[config.mk]
export PLATFORM = sky130hd
export DESIGN_NAME = alu_pipe
export DESIGN_NICKNAME = d
export VERILOG_FILES = /design/src/rtl/alu_defs_pkg.sv /design/src/rtl/alu_core.sv /design/src/rtl/alu_pipe.sv
export SDC_FILE = /design/constraint.sdc
export NUM_CORES = 1
export LEC_CHECK = 0
export ABC_AREA = 1
export BUFFER_PORTS_ARGS = -buffer_cell sky130_fd_sc_hd__buf_2
export CAP_MARGIN = 20
export CORE_MARGIN = 2
export CORE_UTILIZATION = 35
export DETAILED_ROUTE_END_ITERATION = 16
export PLACE_DENSITY = 0.58
export SYNTH_ARGS = -nofsm -noshare
export SYNTH_HDL_FRONTEND = slang
export SYNTH_SLANG_ARGS = --single-unit
[constraint.sdc]
create_clock -name clk -period 5.2 [get_ports clk]
set_input_delay 1.04 -clock clk [delete_from_list [all_inputs] [get_ports clk]]
set_output_delay 1.04 -clock clk [all_outputs]
set_load 0.01 [all_outputs]
[src/rtl/alu_defs_pkg.sv]
// Shared ALU definitions: opcode width, ALUOP_* opcode constants and the
// flag bundle carried through the pipeline.
// Build option: ALU_SHIFT_EN (consumed by alu_core) enables SLL/SRL/SRA;
// when undefined those codes decode as undefined operations.
package alu_defs_pkg;

  localparam int unsigned ALUOP_W = 4;

  localparam logic [ALUOP_W-1:0] ALUOP_AND  = 4'b0000;
  localparam logic [ALUOP_W-1:0] ALUOP_OR   = 4'b0001;
  localparam logic [ALUOP_W-1:0] ALUOP_ADD  = 4'b0010;
  localparam logic [ALUOP_W-1:0] ALUOP_SLTU = 4'b0011;
  localparam logic [ALUOP_W-1:0] ALUOP_XOR  = 4'b0100;
  localparam logic [ALUOP_W-1:0] ALUOP_NOR  = 4'b0101;
  localparam logic [ALUOP_W-1:0] ALUOP_SUB  = 4'b0110;
  localparam logic [ALUOP_W-1:0] ALUOP_SLT  = 4'b0111;
  localparam logic [ALUOP_W-1:0] ALUOP_SLL  = 4'b1000;
  localparam logic [ALUOP_W-1:0] ALUOP_SRL  = 4'b1001;
  localparam logic [ALUOP_W-1:0] ALUOP_SRA  = 4'b1010;

  // Status flags that travel with each result
  typedef struct packed {
    logic overflow;
    logic carry_out;
    logic zero;
  } alu_flags_t;

endpackage

[src/rtl/alu_core.sv]
// Purely combinational ALU, reusable by the single-cycle CPU.
// Ports: A, B (operands; low log2(DATA_WIDTH) bits of B are the shift
// amount), ALUop (4-bit opcode) -> Result, Overflow, CarryOut, Zero.
// Build option: ALU_SHIFT_EN adds the barrel shifters for SLL/SRL/SRA.
module alu_core
  import alu_defs_pkg::*;
#(
  parameter int unsigned DATA_WIDTH = 32
) (
  input  logic [DATA_WIDTH-1:0] A,
  input  logic [DATA_WIDTH-1:0] B,
  input  logic [ALUOP_W-1:0]    ALUop,
  output logic [DATA_WIDTH-1:0] Result,
  output logic                  Overflow,
  output logic                  CarryOut,
  output logic                  Zero
);

`ifdef ALU_SHIFT_EN
  localparam int unsigned SHW = $clog2(DATA_WIDTH);
`endif

  logic [DATA_WIDTH:0] sum;
  logic [DATA_WIDTH:0] dif;

  // Operation decode; unknown codes fall through to all-zero result
  always_comb begin
    sum      = {1'b0, A} + {1'b0, B};
    // A + ~B + 1: bit W is the no-borrow indication
    dif      = {1'b0, A} + {1'b0, ~B} + (DATA_WIDTH+1)'(1);
    Result   = '0;
    Overflow = 1'b0;
    CarryOut = 1'b0;
    case (ALUop)
      ALUOP_AND:  Result = A & B;
      ALUOP_OR:   Result = A | B;
      ALUOP_XOR:  Result = A ^ B;
      ALUOP_NOR:  Result = ~(A | B);
      ALUOP_ADD: begin
        Result   = sum[DATA_WIDTH-1:0];
        CarryOut = sum[DATA_WIDTH];
        Overflow = (A[DATA_WIDTH-1] == B[DATA_WIDTH-1]) &&
                   (sum[DATA_WIDTH-1] != A[DATA_WIDTH-1]);
      end
      ALUOP_SUB: begin
        Result   = dif[DATA_WIDTH-1:0];
        CarryOut = ~dif[DATA_WIDTH];
        Overflow = (A[DATA_WIDTH-1] != B[DATA_WIDTH-1]) &&
                   (dif[DATA_WIDTH-1] != A[DATA_WIDTH-1]);
      end
      ALUOP_SLTU: Result = DATA_WIDTH'(A < B);
      ALUOP_SLT:  Result = DATA_WIDTH'($signed(A) < $signed(B));
`ifdef ALU_SHIFT_EN
      ALUOP_SLL:  Result = A << B[SHW-1:0];
      ALUOP_SRL:  Result = A >> B[SHW-1:0];
      ALUOP_SRA:  Result = DATA_WIDTH'($signed(A) >>> B[SHW-1:0]);
`endif
      default:    Result = '0;
    endcase
    Zero = (Result == '0);
  end

endmodule

[src/rtl/alu_pipe.sv]
// Pipelined ALU: one op per cycle over valid/ready, result and flags
// delivered after STAGES register stages with full backpressure.
// Ports: clk, rst (sync, active-high); in_valid/in_ready, A, B, ALUop,
// in_tag on the input side; out_valid/out_ready, Result, Overflow,
// CarryOut, Zero, out_tag on the output side.
// Build option: ALU_SHIFT_EN (see alu_core) enables shift opcodes.
module alu_pipe
  import alu_defs_pkg::*;
#(
  parameter int unsigned DATA_WIDTH = 32,
  parameter int unsigned STAGES     = 2,
  parameter int unsigned TAG_WIDTH  = 4
) (
  input  logic                  clk,
  input  logic                  rst,
  input  logic                  in_valid,
  output logic                  in_ready,
  input  logic [DATA_WIDTH-1:0] A,
  input  logic [DATA_WIDTH-1:0] B,
  input  logic [ALUOP_W-1:0]    ALUop,
  input  logic [TAG_WIDTH-1:0]  in_tag,
  output logic                  out_valid,
  input  logic                  out_ready,
  output logic [DATA_WIDTH-1:0] Result,
  output logic                  Overflow,
  output logic                  CarryOut,
  output logic                  Zero,
  output logic [TAG_WIDTH-1:0]  out_tag
);

  localparam int unsigned FLAGS_W = $bits(alu_flags_t);
  localparam int unsigned PAY_W   = DATA_WIDTH + FLAGS_W + TAG_WIDTH;

  logic [DATA_WIDTH-1:0] core_result;
  alu_flags_t            core_flags;
  logic [PAY_W-1:0]      core_payload;
  alu_flags_t            out_flags;

  alu_core #(.DATA_WIDTH(DATA_WIDTH)) u_core (
    .A        (A),
    .B        (B),
    .ALUop    (ALUop),
    .Result   (core_result),
    .Overflow (core_flags.overflow),
    .CarryOut (core_flags.carry_out),
    .Zero     (core_flags.zero)
  );

  assign core_payload = {core_result, core_flags, in_tag};

  // Stage chain: a stage loads when empty or when its content moves on;
  // the ready path is combinational from out_ready back to in_ready.
  for (genvar i = 0; i < STAGES; i++) begin : g_stage
    logic             v;
    logic [PAY_W-1:0] d;
    logic             adv;
    logic             load;
    logic             src_v;
    logic [PAY_W-1:0] src_d;

    if (i == STAGES - 1) begin : g_last
      assign adv = out_ready;
    end else begin : g_mid
      assign adv = g_stage[i+1].load;
    end

    if (i == 0) begin : g_first
      assign src_v = in_valid;
      assign src_d = core_payload;
    end else begin : g_next
      assign src_v = g_stage[i-1].v;
      assign src_d = g_stage[i-1].d;
    end

    assign load = !v || adv;

    // Payload only captured for real ops, so a stalled or empty stage holds
    always_ff @(posedge clk) begin
      if (rst) begin
        v <= 1'b0;
        d <= '0;
      end else if (load) begin
        v <= src_v;
        if (src_v) begin
          d <= src_d;
        end
      end
    end
  end

  assign in_ready  = !rst && g_stage[0].load;
  assign out_valid = g_stage[STAGES-1].v;
  assign {Result, out_flags, out_tag} = g_stage[STAGES-1].d;
  assign Overflow  = out_flags.overflow;
  assign CarryOut  = out_flags.carry_out;
  assign Zero      = out_flags.zero;

endmodule

**After elaboration in Yosys (flattened, before gate mapping)**

Index checks and enable logic that the tools add are counted.

- Flip-flop bits (word level): 80
- Logic and storage cells: 41

- Add/subtract/negate cells: 3
- Order comparisons: 2
- Eq/ne operators: 11
- Muxes and demuxes: 3
- Bitwise logic cells: 6
- Reduce and logical (&&, ||, !) cells: 12

Operators by type and width:

| operator | count |
|---|---|
| 32-bit one-hot mux with 8 select lines | 1 |
| 32-bit by 32-bit adder with 33-bit output | 2 |
| 32-bit less-than comparator | 2 |
| 32-bit inverter | 2 |
| 33-bit by 1-bit adder with 33-bit output, second input constant | 1 |
| 32-bit AND | 1 |
| 32-bit logical NOT | 1 |
| 32-bit bitwise OR | 1 |
| 32-bit bitwise XOR | 1 |
| 4-bit by 3-bit equality test with 1-bit output, second input constant | 4 |
| 4-bit by 2-bit equality test with 1-bit output, second input constant | 2 |
| 4-bit by 1-bit equality test with 1-bit output, second input constant | 1 |
| 4-bit logical NOT | 1 |
| 1-bit one-hot mux with 2 select lines | 2 |
| 2-bit AND reduction | 2 |
| 1-bit logical AND | 3 |
| 1-bit logical NOT | 3 |
| 1-bit != test | 3 |
| 1-bit logical OR | 2 |
| 1-bit equality test | 1 |
| 1-bit inverter | 1 |

**Depth between registers and ports, before layout**

Gate-level depths: netlist (run 1).

- Depth after elaboration: 6
- Depth in mapped cells: 22
- Depth with buffers taken out: 21

**Cells and area by module**

A second synthesis (run 1) with hierarchy kept.

- Cells, all modules: 1,842
- Area, all modules: 10,194.8 µm²

By module, submodules not included:

| module | times used | cells an instance | area each (µm²) | sequential area each (µm²) |
|---|---|---|---|---|
| alu_core | 1 | 1,362 | 6,792.8 | 0.0 |
| alu_pipe | 1 | 480 | 3,402.0 | 1,601.5 |

**Worst setup path before layout (run 1)**

No wires, ideal clock.

- Kind: in2reg
- Start point: in A[0]
- End point: reg g_stage[0].d[4]
- Data arrival time: 2,885 ps
- Path slack: 2,249 ps
- Cell stages on the path: 20
- Path buffers: 0
- Cell sequence: inv_1 > ha_1 > fa_1 > inv_1 > nand2_1 > nand2_1 > nand2_1 > inv_1 > nand3_1 > nand3_1 > nand3_1 > nand3_1 > nand2_1 > nand3_1 > nand2_2 > nor2_4 > nand2_1 > nor2_2 > nand3_2 > a21oi_2

- Word-level cells in the longest chain between the ends: 4
- Elaborated cells between the ends (all ways): 11

RTL lines:

| item | line | RTL |
|---|---|---|
| start: declaration | alu_pipe.sv:18 | `input logic [DATA_WIDTH-1:0] A,` |
| 32-bit by 32-bit adder with 33-bit output / 32-bit bitwise OR (equally long branches) | alu_core.sv:30, alu_core.sv:36, alu_core.sv:38 |  |
| 33-bit by 1-bit adder with 33-bit output / 32-bit inverter (equally long branches) | alu_core.sv:30, alu_core.sv:38 |  |
| 32-bit one-hot mux with 8 select lines * | alu_core.sv:34 | `case (ALUop)` |
| 32-bit logical NOT * | alu_core.sv:60 | `Zero = (Result == '0);` |
| end signal: assignment | alu_pipe.sv:85 | `d <= src_d;` |
| end: declaration | alu_pipe.sv:55 | `logic [PAY_W-1:0] d;` |

Every way passes the cells marked *; elsewhere a longest branch is shown, timed or not.
A chain may end at the register's enable or synchronous reset.

**Worst setup path in the final report (run 1)**

- Start point: in ALUop[3]
- End point: reg g_stage[0].d[4]

- Word-level cells in the longest chain between the ends: 3
- Elaborated cells between the ends (all ways): 10

RTL lines:

| item | line | RTL |
|---|---|---|
| start: declaration | alu_pipe.sv:20 | `input logic [ALUOP_W-1:0] ALUop,` |
| 4-bit by 3-bit equality test with 1-bit output, or another cell as far along | alu_core.sv:34 |  |
| 32-bit one-hot mux with 8 select lines * | alu_core.sv:34 |  |
| 32-bit logical NOT * | alu_core.sv:60 |  |

Marks and branches as above.

==> results.rst, run 1 <==
.. list-table::
   :header-rows: 1

   * - Metric
     - Value
   * - Result of the run
     - completed
   * - Clock root cell
     - clkbuf_16
   * - Slew Limit Headroom
     - 0.298
   * - Worst voltage drop across the vdd grid
     - 0.195 mV
   * - Count of cells resized by post-cts repair
     - 0
   * - Most frequent cell after synthesis
     - nand2_1
   * - Final Power
     - 2.19 mW
   * - Boundary pin count
     - 117
   * - Insertion delay to the later sink of the worst-skew pair
     - 0.33 ns
   * - Final worst clock skew
     - 0.00321 ns
   * - Launch instance of the worst register-to-register path
     - out_valid$_SDFFE_PP0P_
   * - Fmax achieved
     - 0.275 GHz
   * - Number of enable flip-flop cells after synthesis
     - 0
   * - Area share of the largest cell type after synthesis
     - 0.174
   * - End of the worst register-to-register path
     - g_stage[0].d[4]$_SDFFE_PP0P_
   * - Worst-Margin Slew
     - 1.05 ns
   * - Static Leak
     - 6.16 nW
   * - Clock buffers created by TritonCTS
     - 9
   * - Data arrival, critical path
     - 3.90 ns
   * - Fraction of synthesis flops using an asynchronous set or reset pin
     - 0
   * - H-tree level count
     - 3
   * - Fin crit period
     - 3.64 ns
   * - Vias in the first global route
     - 10000
   * - Count of antenna diodes in the layout
     - 0
   * - Capturing element type of the critical path
     - flop
   * - Layout cells sized above 1
     - 0.110
   * - Pin count of the biggest net entering global routing
     - 59
   * - Global Route Usage Sum
     - 0.246
   * - Synthesized flop and latch total
     - 80
   * - Max Slew Vio Count
     - 0
   * - Hold path endpoint
     - g_stage[1].d[15]$_SDFFE_PP0P_
   * - Share of the clock period used by the worst path
     - 0.699
   * - Area added between synthesis and finish
     - 10.7%
   * - Library cells used by synthesis
     - 42
   * - Final #Nets
     - 2005
   * - Reg2reg path depth
     - 13
   * - Startpoint kind of the worst setup timing path
     - input port
   * - Dominant register cell in the synthesized netlist
     - dfxtp_1
   * - Die Y-Extent
     - 172 um
   * - Post-CTS Setup Bufs
     - 0
   * - Area contributors post-synth
     - nand2_1 17%, dfxtp_1 16%, ha_1 12%
   * - Total of warnings raised by yosys
     - 0
   * - Number of violations reported at the end of detailed-routing iteration 0
     - 1117
   * - R2R setup slack
     - 2.81 ns
   * - Estimated wirelength of the detail-placed design
     - 29.6 mm
   * - Worst hold stages
     - 2
   * - Fraction of the yosys area taken by sequential cells
     - 0.163
   * - Final total negative setup slack
     - 0 ns
   * - Count of unresolved DRC violations after routing
     - 0
   * - Type of the worst setup path
     - in -> reg
   * - Total length of routed wires
     - 36.5 mm
   * - Synthesized area per cell
     - 5.58 um2
   * - Synthesized net count
     - 1936
   * - Post-Synthesis Cells
     - 1761
   * - Area leader, netlist
     - nand2_1
   * - Quantity of I/O buffers inserted on ports
     - 116
   * - Reported max-cap violation count
     - 0
   * - Count of final hold-check violations
     - 0
   * - Cell Rows
     - 61
   * - Die Outline Area
     - 29500 um2
   * - Horiz. Die Dim
     - 172 um
   * - Commonest cells post-synth
     - 457 x nand2_1, 306 x inv_1, 248 x nor2_1, 167 x nand3_1, 97 x ha_1
   * - Power density relative to cell area
     - 201 nW/um2
   * - Area inside the core boundary
     - 27700 um2
   * - Peak fanout along the critical path
     - 20
   * - Detailed Routing Iterations Pass 1
     - 6
   * - Total via count in the routed design
     - 11000
   * - Detail Route Antenna Nets
     - 0
   * - Path class of the lowest-slack min-delay path
     - reg -> reg
   * - Clock-pin slew reported for the worst setup and hold paths after clock tree synthesis
     - 0.06 ns
   * - TritonCTS clock tree
     - built
   * - Number of fillers in the final layout
     - 3199
   * - Placer congestion estimate
     - 1.03
   * - Data required time at the worst endpoint
     - 5.46 ns
   * - Initial standard-cell utilization of the core
     - 0.355
   * - Sequential cell area
     - 1600 um2
   * - Routed length per instance
     - 16.5 um
   * - Number of antenna violations at the first check in global routing
     - 0
   * - Final number of setup-violating endpoints
     - 0
   * - Unrepaired setup endpoints after global routing
     - false
   * - Multi-input combinational cell area
     - 6620 um2
   * - Clk sink count
     - 80
   * - Cell area after technology mapping
     - 9830 um2
   * - Maximum clock path buffer count
     - 2
   * - Min-Delay Startpoint
     - g_stage[0].d[15]$_SDFFE_PP0P_
   * - Global-route wire length before repair
     - 55.8 mm
   * - Residual overflow from global routing
     - 0
   * - Avg Vias per Cell
     - 4.98
   * - Hold-fix buffer count after cts
     - 0
==> critical path, cell delays in order <==
cell      delay, ns
buf_2          0.12
nor2_1         0.05
buf_4          0.20
nand2_1        0.79
buf_4          0.38
o22ai_1        0.11
a221oi_1       0.33
nand3_1        0.30
nor2_1         0.16
nand2_1        0.07
nor2_2         0.12
nand3_2        0.08
a21oi_2        0.10
==> where the power goes <==
part	total (mW)	switching, mW	internal [mW]
combinational	0.903	0.625	0.278
sequential	0.677	0.0200	0.657
clock	0.607	0.228	0.379
total	2.19	0.872	1.31
==> layout make-up <==
type / count / area share
Clock buffer: 11 / 0.0223
Clock inverter: 4 / 0.00414
Inverter: 326 / 0.112
Multi-Input combinational cell: 1288 / 0.609
Sequential cell: 80 / 0.147
Tap cell: 378 / 0.0434
Timing Repair Buffer: 125 / 0.0621
==> through the flow <==
stage / cell area (um2) / util / worst slack, ns / cells / hold WS, ns
2_1_floorplan: 9830 / - / 2.25 / 1761 / 0.430
5_1_grt: 10900 / 0.393 / 1.43 / 2212 / 0.482
4_1_cts: 10900 / 0.392 / 1.66 / 2211 / 0.463
3_5_place_dp: 10600 / 0.382 / 1.32 / 2196 / 0.445
6_report: 10900 / 0.393 / 1.56 / 2212 / 0.461
3_3_place_gp: 10600 / 0.381 / 1.29 / 2195 / 0.441
==> worst max-delay path by stage <==
stage | startpoint | end | slack, ns
global placement | ALUop[3] | g_stage[0].d[4]$_SDFFE_PP0P_ | 1.29
global route | ALUop[3] | g_stage[0].d[4]$_SDFFE_PP0P_ | 1.43
finish | ALUop[3] | g_stage[0].d[4]$_SDFFE_PP0P_ | 1.56
CTS | ALUop[3] | g_stage[0].d[4]$_SDFFE_PP0P_ | 1.66
floorplan | A[0] | g_stage[0].d[4]$_SDFFE_PP0P_ | 2.25
detailed placement | ALUop[3] | g_stage[0].d[4]$_SDFFE_PP0P_ | 1.32
==> registers in the layout (all words and copies together) (netlist names) <==
register,cells
g_stage.d,78
g_stage.v,1
out_valid,1
==> metal layers <==
layer	share of wire	global-route usage	vias up
li1	-	-	5637
met1	0.48	0.354	4869
met2	0.42	0.380	453
met3	0.074	0.0283	53
met4	0.027	0.0781	0
met5	0	0	-
==> cells in the final DEF (no fill, tap or decap), types with 5 or more instances in the layout <==
cell       synthesis  final
nand2_1          457    457
inv_1            306    306
nor2_1           248    248
nand3_1          167    167
buf_2             21    116
ha_1              97     97
o21ai_0           91     91
dfxtp_1           80     80
a21oi_1           72     72
o22ai_1           19     19
inv_2             18     18
nor2_2            17     17
nand4_1           17     17
nand2_2           16     16
a221oi_1          16     16
nor3_1            15     15
o21bai_1          10     10
clkbuf_16          0      9
o211ai_1           8      8
buf_4             11      7
nand3b_1           5      5
o221ai_1           5      5
==> cell families (layout without fill, tap and decap cells) <==
group,Yosys count,in the layout,synth area share
DFF,80,80,0.163
AOI/OAI and AO/OA,231,231,0.135
buffers and inverters,393,466,0.164
xor gates and xnor gates,1,1,0.000891
adders and majority gates,99,99,0.127
and+or+nand+nor,957,957,0.410
Note: power is estimated with default switching activity, not from simulation.
==> inputs of run 2 (changes only) <==
Settings changed: PLACE_DENSITY 0.58 to 0.59.
Clock period 5.2 ns to 3.3 ns, I/O delays scaled along.
==> run 2 against run 1 <==
Effect of this change: sequential share of layout area down 0.55 points; sequential power is 58% higher; highest routed layer unchanged; critical path type unchanged; via count rose by 1.3%; setup slack lost 1.2 ns; final cell count rose by 2.5%; design area grew 3.9%; critical path depth is 5 higher; clock power is 68% higher; clock skew rose by 0.0024 ns; register-to-register slack got worse by 1.3 ns; die area did not move; clock-buffer cell count grew 3.
==> results.rst, run 2 (synthesis results as in run 1) <==
.. list-table::
   :header-rows: 1

   * - Metric
     - Value
   * - Result of the run
     - completed
   * - Insertion delay to the later sink of the worst-skew pair
     - 0.33 ns (about the same)
   * - Count of unresolved DRC violations after routing
     - 0 (unchanged)
   * - Global-route wire length before repair
     - 55.5 mm (-0.49%)
   * - H-tree level count
     - 3 (unchanged)
   * - Area added between synthesis and finish
     - 15.0%
   * - Worst voltage drop across the vdd grid
     - 0.239 mV (+22%)
   * - Area inside the core boundary
     - 27700 um2 (unchanged)
   * - Die Outline Area
     - 29500 um2 (unchanged)
   * - Estimated wirelength of the detail-placed design
     - 29.8 mm (+0.57%)
   * - Number of antenna violations at the first check in global routing
     - 0 (unchanged)
   * - Register bank with the most flops
     - g_stage.d
   * - Cell Rows
     - 61 (unchanged)
   * - Data required time at the worst endpoint
     - 3.56 ns (-1.90 ns)
   * - Hold-fix buffer count after cts
     - 0 (unchanged)
   * - Die Y-Extent
     - 172 um (unchanged)
   * - Count of cells resized by post-cts repair
     - 0 (unchanged)
   * - Number of fillers in the final layout
     - 3117 (-2.6%)
   * - Clock root cell
     - clkbuf_16
   * - Reported max-cap violation count
     - 0 (unchanged)
   * - Slew Limit Headroom
     - 0.559 (+0.261)
   * - Residual overflow from global routing
     - 0 (unchanged)
   * - Type of the worst setup path
     - in -> reg
   * - Peak fanout along the critical path
     - 9 (-55%)
   * - Total via count in the routed design
     - 11200 (+1.3%)
   * - Vias in the first global route
     - 10200 (+1.4%)
   * - Final worst clock skew
     - 0.00565 ns (+0.00244 ns)
   * - Boundary pin count
     - 117 (unchanged)
   * - Startpoint kind of the worst setup timing path
     - input port
   * - Total length of routed wires
     - 35.8 mm (-1.9%)
   * - Cell at the slowest stage of the critical path
     - o21ai_0
   * - Count of final hold-check violations
     - 0 (unchanged)
   * - Number of violations reported at the end of detailed-routing iteration 0
     - 938 (-16%)
   * - Final number of setup-violating endpoints
     - 0 (unchanged)
   * - Static Leak
     - 6.43 nW (+4.4%)
   * - Capturing element type of the critical path
     - flop
   * - Clock-pin slew reported for the worst setup and hold paths after clock tree synthesis
     - 0.06 ns (about the same)
   * - Layout cells sized above 1
     - 0.136 (+0.0259)
   * - Final #Nets
     - 2059 (+2.7%)
   * - Multi-input combinational cell area
     - 6620 um2 (unchanged)
   * - Clock buffers created by TritonCTS
     - 9 (unchanged)
   * - Fraction of the core area covered by cells at the end of the flow
     - 0.408 (+0.0152)
   * - Max Slew Vio Count
     - 0 (unchanged)
   * - Routed length per instance
     - 15.8 um (-4.3%)
   * - Fmax achieved
     - 0.342 GHz
   * - Placer congestion estimate
     - 0.989 (-3.9%)
   * - Final total negative setup slack
     - 0 ns (unchanged)
   * - Unrepaired setup endpoints after global routing
     - false
   * - Sequential cell area
     - 1600 um2 (unchanged)
   * - Fin crit period
     - 2.92 ns
   * - Count of antenna diodes in the layout
     - 0 (unchanged)
   * - TritonCTS clock tree
     - built
   * - Critical Path Most Common Cell
     - nand2_1
   * - Global Route Usage Sum
     - 0.243 (-0.00309)
   * - Maximum clock path buffer count
     - 2 (unchanged)
   * - Peak per-stage delay on the critical path
     - 0.60 ns (-0.19 ns)
   * - Most common cell after layout, fill and taps aside
     - nand2_1
   * - Pin count of the biggest net entering global routing
     - 59 (unchanged)
   * - Quantity of I/O buffers inserted on ports
     - 116 (unchanged)
   * - Ordered cell list for the critical path
     - buf_2, inv_1, ha_1, o21ai_0, inv_1, nand2_1, nand2_1, nand2_1, a21oi_1, nand2_1, nand2_1, nand3_1, nand2_1, inv_1, nand4_1, nor2_2, nand3_2, a21oi_2
   * - Detailed Routing Iterations Pass 1
     - 6 (unchanged)
   * - Avg Vias per Cell
     - 4.92 (-1.2%)
   * - Flip-flop count of the largest register, all copies and words added
     - 78 (unchanged)
   * - Data arrival, critical path
     - 3.18 ns (-0.72 ns)
   * - Worst-Margin Slew
     - 0.655 ns (-0.396 ns)
   * - Top library cells by usage in the layout, fill and taps aside
     - 457 x nand2_1, 306 x inv_1, 248 x nor2_1
   * - Initial standard-cell utilization of the core
     - 0.355 (unchanged)
   * - Path class of the lowest-slack min-delay path
     - reg -> reg
   * - Detail Route Antenna Nets
     - 0 (unchanged)
   * - Number of buffers and inverters on the critical path
     - 4 (+1)
   * - Clk sink count
     - 80 (unchanged)
   * - Power density relative to cell area
     - 316 nW/um2 (+57%)
   * - Post-CTS Setup Bufs
     - 0 (unchanged)
   * - Share of the clock period used by the worst path
     - 0.885
   * - Horiz. Die Dim
     - 172 um (unchanged)
   * - Top Family by Delay on Critical Path
     - simple AND/OR/NAND/NOR gates
run 2: final cells by class:
cell class	instances	share of cell area
Clock inverter	2	0.00310
Multi-Input combinational cell	1288	0.586
Clock buffer	14	0.0251
Sequential cell	80	0.142
Tap cell	378	0.0418
Timing Repair Buffer	179	0.0943
Inverter	326	0.108
run 2: worst paths after layout:
path,startpoint,end,slack (ns),depth (start not counted)
worst max-delay path,A[19],g_stage[0].d[4]$_SDFFE_PP0P_,0.38,18
worst min-delay path,g_stage[0].d[7]$_SDFFE_PP0P_,g_stage[1].d[7]$_SDFFE_PP0P_,0.47,2
worst max register to register,out_valid$_SDFFE_PP0P_,g_stage[0].d[4]$_SDFFE_PP0P_,1.51,13
worst min register to register,g_stage[0].d[7]$_SDFFE_PP0P_,g_stage[1].d[7]$_SDFFE_PP0P_,0.47,2
run 2: power by group:
group / leakage (nW) / internal (mW) / switching [mW]
Combinational: 5.61 / 0.498 / 0.990
Sequential: 0.660 / 1.03 / 0.0310
Clock: 0.159 / 0.667 / 0.352
run 2: metal layers:
| layer | GRT usage | part of all wire | vias up | wire length, um |
|---|---|---|---|---|
| li1 | - | - | 5752 | - |
| met1 | 0.355 | 0.50 | 4988 | 17800 |
| met2 | 0.388 | 0.43 | 380 | 15300 |
| met3 | 0.0177 | 0.057 | 36 | 2040 |
| met4 | 0.0534 | 0.017 | 0 | 622 |
| met5 | 0 | 0 | - | 0 |
run 2: tightest hold or removal path, cell delays in order, from the launching register on:
cell	delay [ns]
dfxtp_1	0.30
inv_1	0.07
a21oi_1	0.06
run 2: per-stage QoR:
step	total power [mW]	hold WS [ns]	cell area, um2	worst slack [ns]	std cells
3_5_place_dp	2.55	0.448	11000	0.0629	2251
6_report	3.57	0.467	11300	0.379	2267
3_3_place_gp	2.55	0.444	11000	-0.00862	2251
2_1_floorplan	2.05	0.430	9830	0.729	1761
5_1_grt	3.83	0.486	11300	0.136	2267
4_1_cts	3.58	0.465	11300	0.402	2267
==> inputs of run 3 (changes only) <==
Settings changed: CELL_PAD_IN_SITES_DETAIL_PLACEMENT set to 2, CELL_PAD_IN_SITES_GLOBAL_PLACEMENT set to 2, CORE_ASPECT_RATIO set to 1.1, CORE_UTILIZATION 35 to 28, PLACE_DENSITY 0.59 to 0.84.
==> run 3 against run 2 <==
Effect of this change: wire length is 28% higher; power is 3.1% higher; fmax is 6.6% lower; sequential power about the same; global-route usage grew 0.56 points; design area is 1.7% higher; flip-flop and latch count stayed put; final cell count grew 3.4%; clock skew decreased by 0.0025 ns.
==> results.rst, run 3 (synthesis results as in run 1) <==
.. list-table::
   :header-rows: 1

   * - Metric
     - Value
   * - Static Leak
     - 6.49 nW (+0.98%)
   * - Clock-pin slew reported for the worst setup and hold paths after clock tree synthesis
     - 0.06 ns (about the same)
   * - Estimated wirelength of the detail-placed design
     - 38.1 mm (+28%)
   * - Die Y-Extent
     - 201 um (+17%)
   * - Post-Place Worst Slack
     - -0.146 ns (-0.209 ns)
   * - Capturing element type of the critical path
     - flop
   * - Placer congestion estimate
     - 0.937 (-5.3%)
   * - Cell Rows
     - 71 (+16%)
   * - Setup ws final
     - 0.173 ns (-0.206 ns)
   * - Data arrival, critical path
     - 3.40 ns (+0.22 ns)
   * - TritonCTS clock tree
     - built
   * - Share of the clock period used by the worst path
     - 0.948 (+0.0626)
   * - Die Outline Area
     - 36600 um2 (+24%)
   * - Fin crit period
     - 3.13 ns (+0.206 ns)
   * - Slew Limit Headroom
     - 0.452 (-0.107)
   * - Fraction of the core area covered by cells at the end of the flow
     - 0.335 (-0.0735)
   * - Routed length per instance
     - 19.5 um (+23%)
   * - Worst voltage drop across the vdd grid
     - 0.306 mV (+28%)
   * - Peak fanout along the critical path
     - 6 (-3)
   * - Reported max-cap violation count
     - 0 (unchanged)
   * - Type of the worst setup path
     - in -> reg
   * - Top library cells by usage in the layout, fill and taps aside
     - 457 x nand2_1, 306 x inv_1, 246 x nor2_1
   * - Detailed Routing Iterations Pass 1
     - 5 (-1)
   * - Hold-fix buffer count after cts
     - 0 (unchanged)
   * - Final number of setup-violating endpoints
     - 0 (unchanged)
   * - Startpoint kind of the worst setup timing path
     - input port
   * - Count of final hold-check violations
     - 0 (unchanged)
   * - Unrepaired setup endpoints after global routing
     - false
   * - Count of cells resized by post-cts repair
     - 0 (unchanged)
   * - H-tree level count
     - 3 (unchanged)
   * - Clock buffers created by TritonCTS
     - 9 (unchanged)
   * - Clock root cell
     - clkbuf_16
   * - Initial standard-cell utilization of the core
     - 0.286 (-0.0689)
   * - Vias in the first global route
     - 13100 (+29%)
   * - Final worst clock skew
     - 0.00315 ns (-0.00250 ns)
   * - Global Route Usage Sum
     - 0.248 (+0.00562)
   * - Worst hold slack after final layout
     - 0.477 ns (+0.00970 ns)
   * - Count of antenna diodes in the layout
     - 0 (unchanged)
   * - Global-route wire length before repair
     - 71.9 mm (+30%)
   * - Number of antenna violations at the first check in global routing
     - 1 (+1)
   * - Final Power
     - 3.68 mW (+3.1%)
   * - Flip-flop count of the largest register, all copies and words added
     - 78 (unchanged)
   * - Horiz. Die Dim
     - 183 um (+6.4%)
   * - Number of violations reported at the end of detailed-routing iteration 0
     - 601 (-36%)
   * - Avg Vias per Cell
     - 5.14 (+4.5%)
   * - Count of unresolved DRC violations after routing
     - 0 (unchanged)
   * - Path class of the lowest-slack min-delay path
     - reg -> reg
   * - Peak per-stage delay on the critical path
     - 0.41 ns (-0.19 ns)
   * - Residual overflow from global routing
     - 0 (unchanged)
   * - Result of the run
     - completed
   * - Insertion delay to the later sink of the worst-skew pair
     - 0.34 ns (about the same)
   * - Power density relative to cell area
     - 320 nW/um2 (+1.3%)
   * - Max Slew Vio Count
     - 0 (unchanged)
   * - Area added between synthesis and finish
     - 17.0%
   * - Quantity of I/O buffers inserted on ports
     - 116 (unchanged)
   * - Pin count of the biggest net entering global routing
     - 59 (unchanged)
   * - Layout cells sized above 1
     - 0.144 (+0.00884)
   * - Cell at the slowest stage of the critical path
     - ha_1
   * - Fmax achieved
     - 0.320 GHz (-6.6%)
   * - Area inside the core boundary
     - 34400 um2 (+24%)
   * - Top Family by Delay on Critical Path
     - simple AND/OR/NAND/NOR gates
   * - Data required time at the worst endpoint
     - 3.57 ns (about the same)
   * - Post-CTS Setup Bufs
     - 0 (unchanged)
   * - Final #Nets
     - 2076 (+0.83%)
   * - Clk sink count
     - 80 (unchanged)
   * - Most common cell after layout, fill and taps aside
     - nand2_1
   * - Maximum clock path buffer count
     - 2 (unchanged)
   * - Ordered cell list for the critical path
     - buf_2, inv_1, ha_1, nor2_1, nand3_1, nand3_1, a21oi_1, buf_4, o21bai_1, nand2_1, nand2_1, nor2_1, nor2_1, buf_4, nand3_1, nor2_2, nand3_2, a21oi_2
   * - Register bank with the most flops
     - g_stage.d
   * - Total length of routed wires
     - 45.6 mm (+28%)
   * - Worst-Margin Slew
     - 0.819 ns (+0.164 ns)
   * - Detail Route Antenna Nets
     - 0 (unchanged)
   * - Number of buffers and inverters on the critical path
     - 4 (unchanged)
   * - Total via count in the routed design
     - 12100 (+8.0%)
   * - Boundary pin count
     - 117 (unchanged)
-- run 3: cell types whose count changed in the layout (fill, tap and decap cells not counted), sizes merged --
cell,delta
clkinvlp,+3
clkbuf,-4
buf,+17
-- run 3: metrics by stage --
step | instance area [um2] | setup TNS (ns) | instances
2_1_floorplan | 9830 | 0 | 1761
3_3_place_gp | 11200 | -0.100 | 2328
3_5_place_dp | 11200 | -0.146 | 2328
4_1_cts | 11500 | 0 | 2343
5_1_grt | 11500 | 0 | 2343
6_report | 11500 | 0 | 2343
-- run 3: worst register-to-register path: stages (launching register included) --
cell and delay [ns]:
dfxtp_1 0.32, nand3_1 0.15, nand2_1 0.13, inv_1 0.10, nand3_1 0.10, nor2_1 0.10
nand3_1 0.07, nor2_1 0.11, nand2_1 0.07, nor2_1 0.17, nand4_1 0.14, nor2_2 0.15
nand3_2 0.09, a21oi_2 0.11
-- run 3: worst paths after layout --
check | from | to | slack, ns | cells after the start
max | A[1] | g_stage[0].d[4]$_SDFFE_PP0P_ | 0.17 | 18
min | g_stage[1].d[36]$_SDFFE_PP0P_ | g_stage[1].d[36]$_SDFFE_PP0P_ | 0.48 | 2
max reg2reg | out_valid$_SDFFE_PP0P_ | g_stage[0].d[4]$_SDFFE_PP0P_ | 1.42 | 13
min reg2reg | g_stage[1].d[36]$_SDFFE_PP0P_ | g_stage[1].d[36]$_SDFFE_PP0P_ | 0.48 | 2
-- run 3: where the power goes --
| group | internal [mW] | total [mW] | switching, mW |
|---|---|---|---|
| Clock | 0.600 | 0.994 | 0.393 |
| Combinational | 0.524 | 1.61 | 1.09 |
| Sequential | 1.03 | 1.07 | 0.0380 |
| Total | 2.16 | 3.68 | 1.52 |
-- run 3: layout make-up --
class,count,area [um2]
clock buffers,10,239
clock inverters,5,57.6
fillers,4434,22900
inverters,326,1220
multi-input cells,1288,6630
flip-flops and latches,80,1600
well taps,438,548
repair buffers,196,1210
-- run 3: routing by layer --
layer / routed length [um] / track usage / share of wire
met1: 20200 / 0.306 / 0.44
met2: 22400 / 0.453 / 0.49
met3: 1530 / 0.0194 / 0.034
met4: 1480 / 0.0798 / 0.032
met5: 13 / 0 / 0.00028
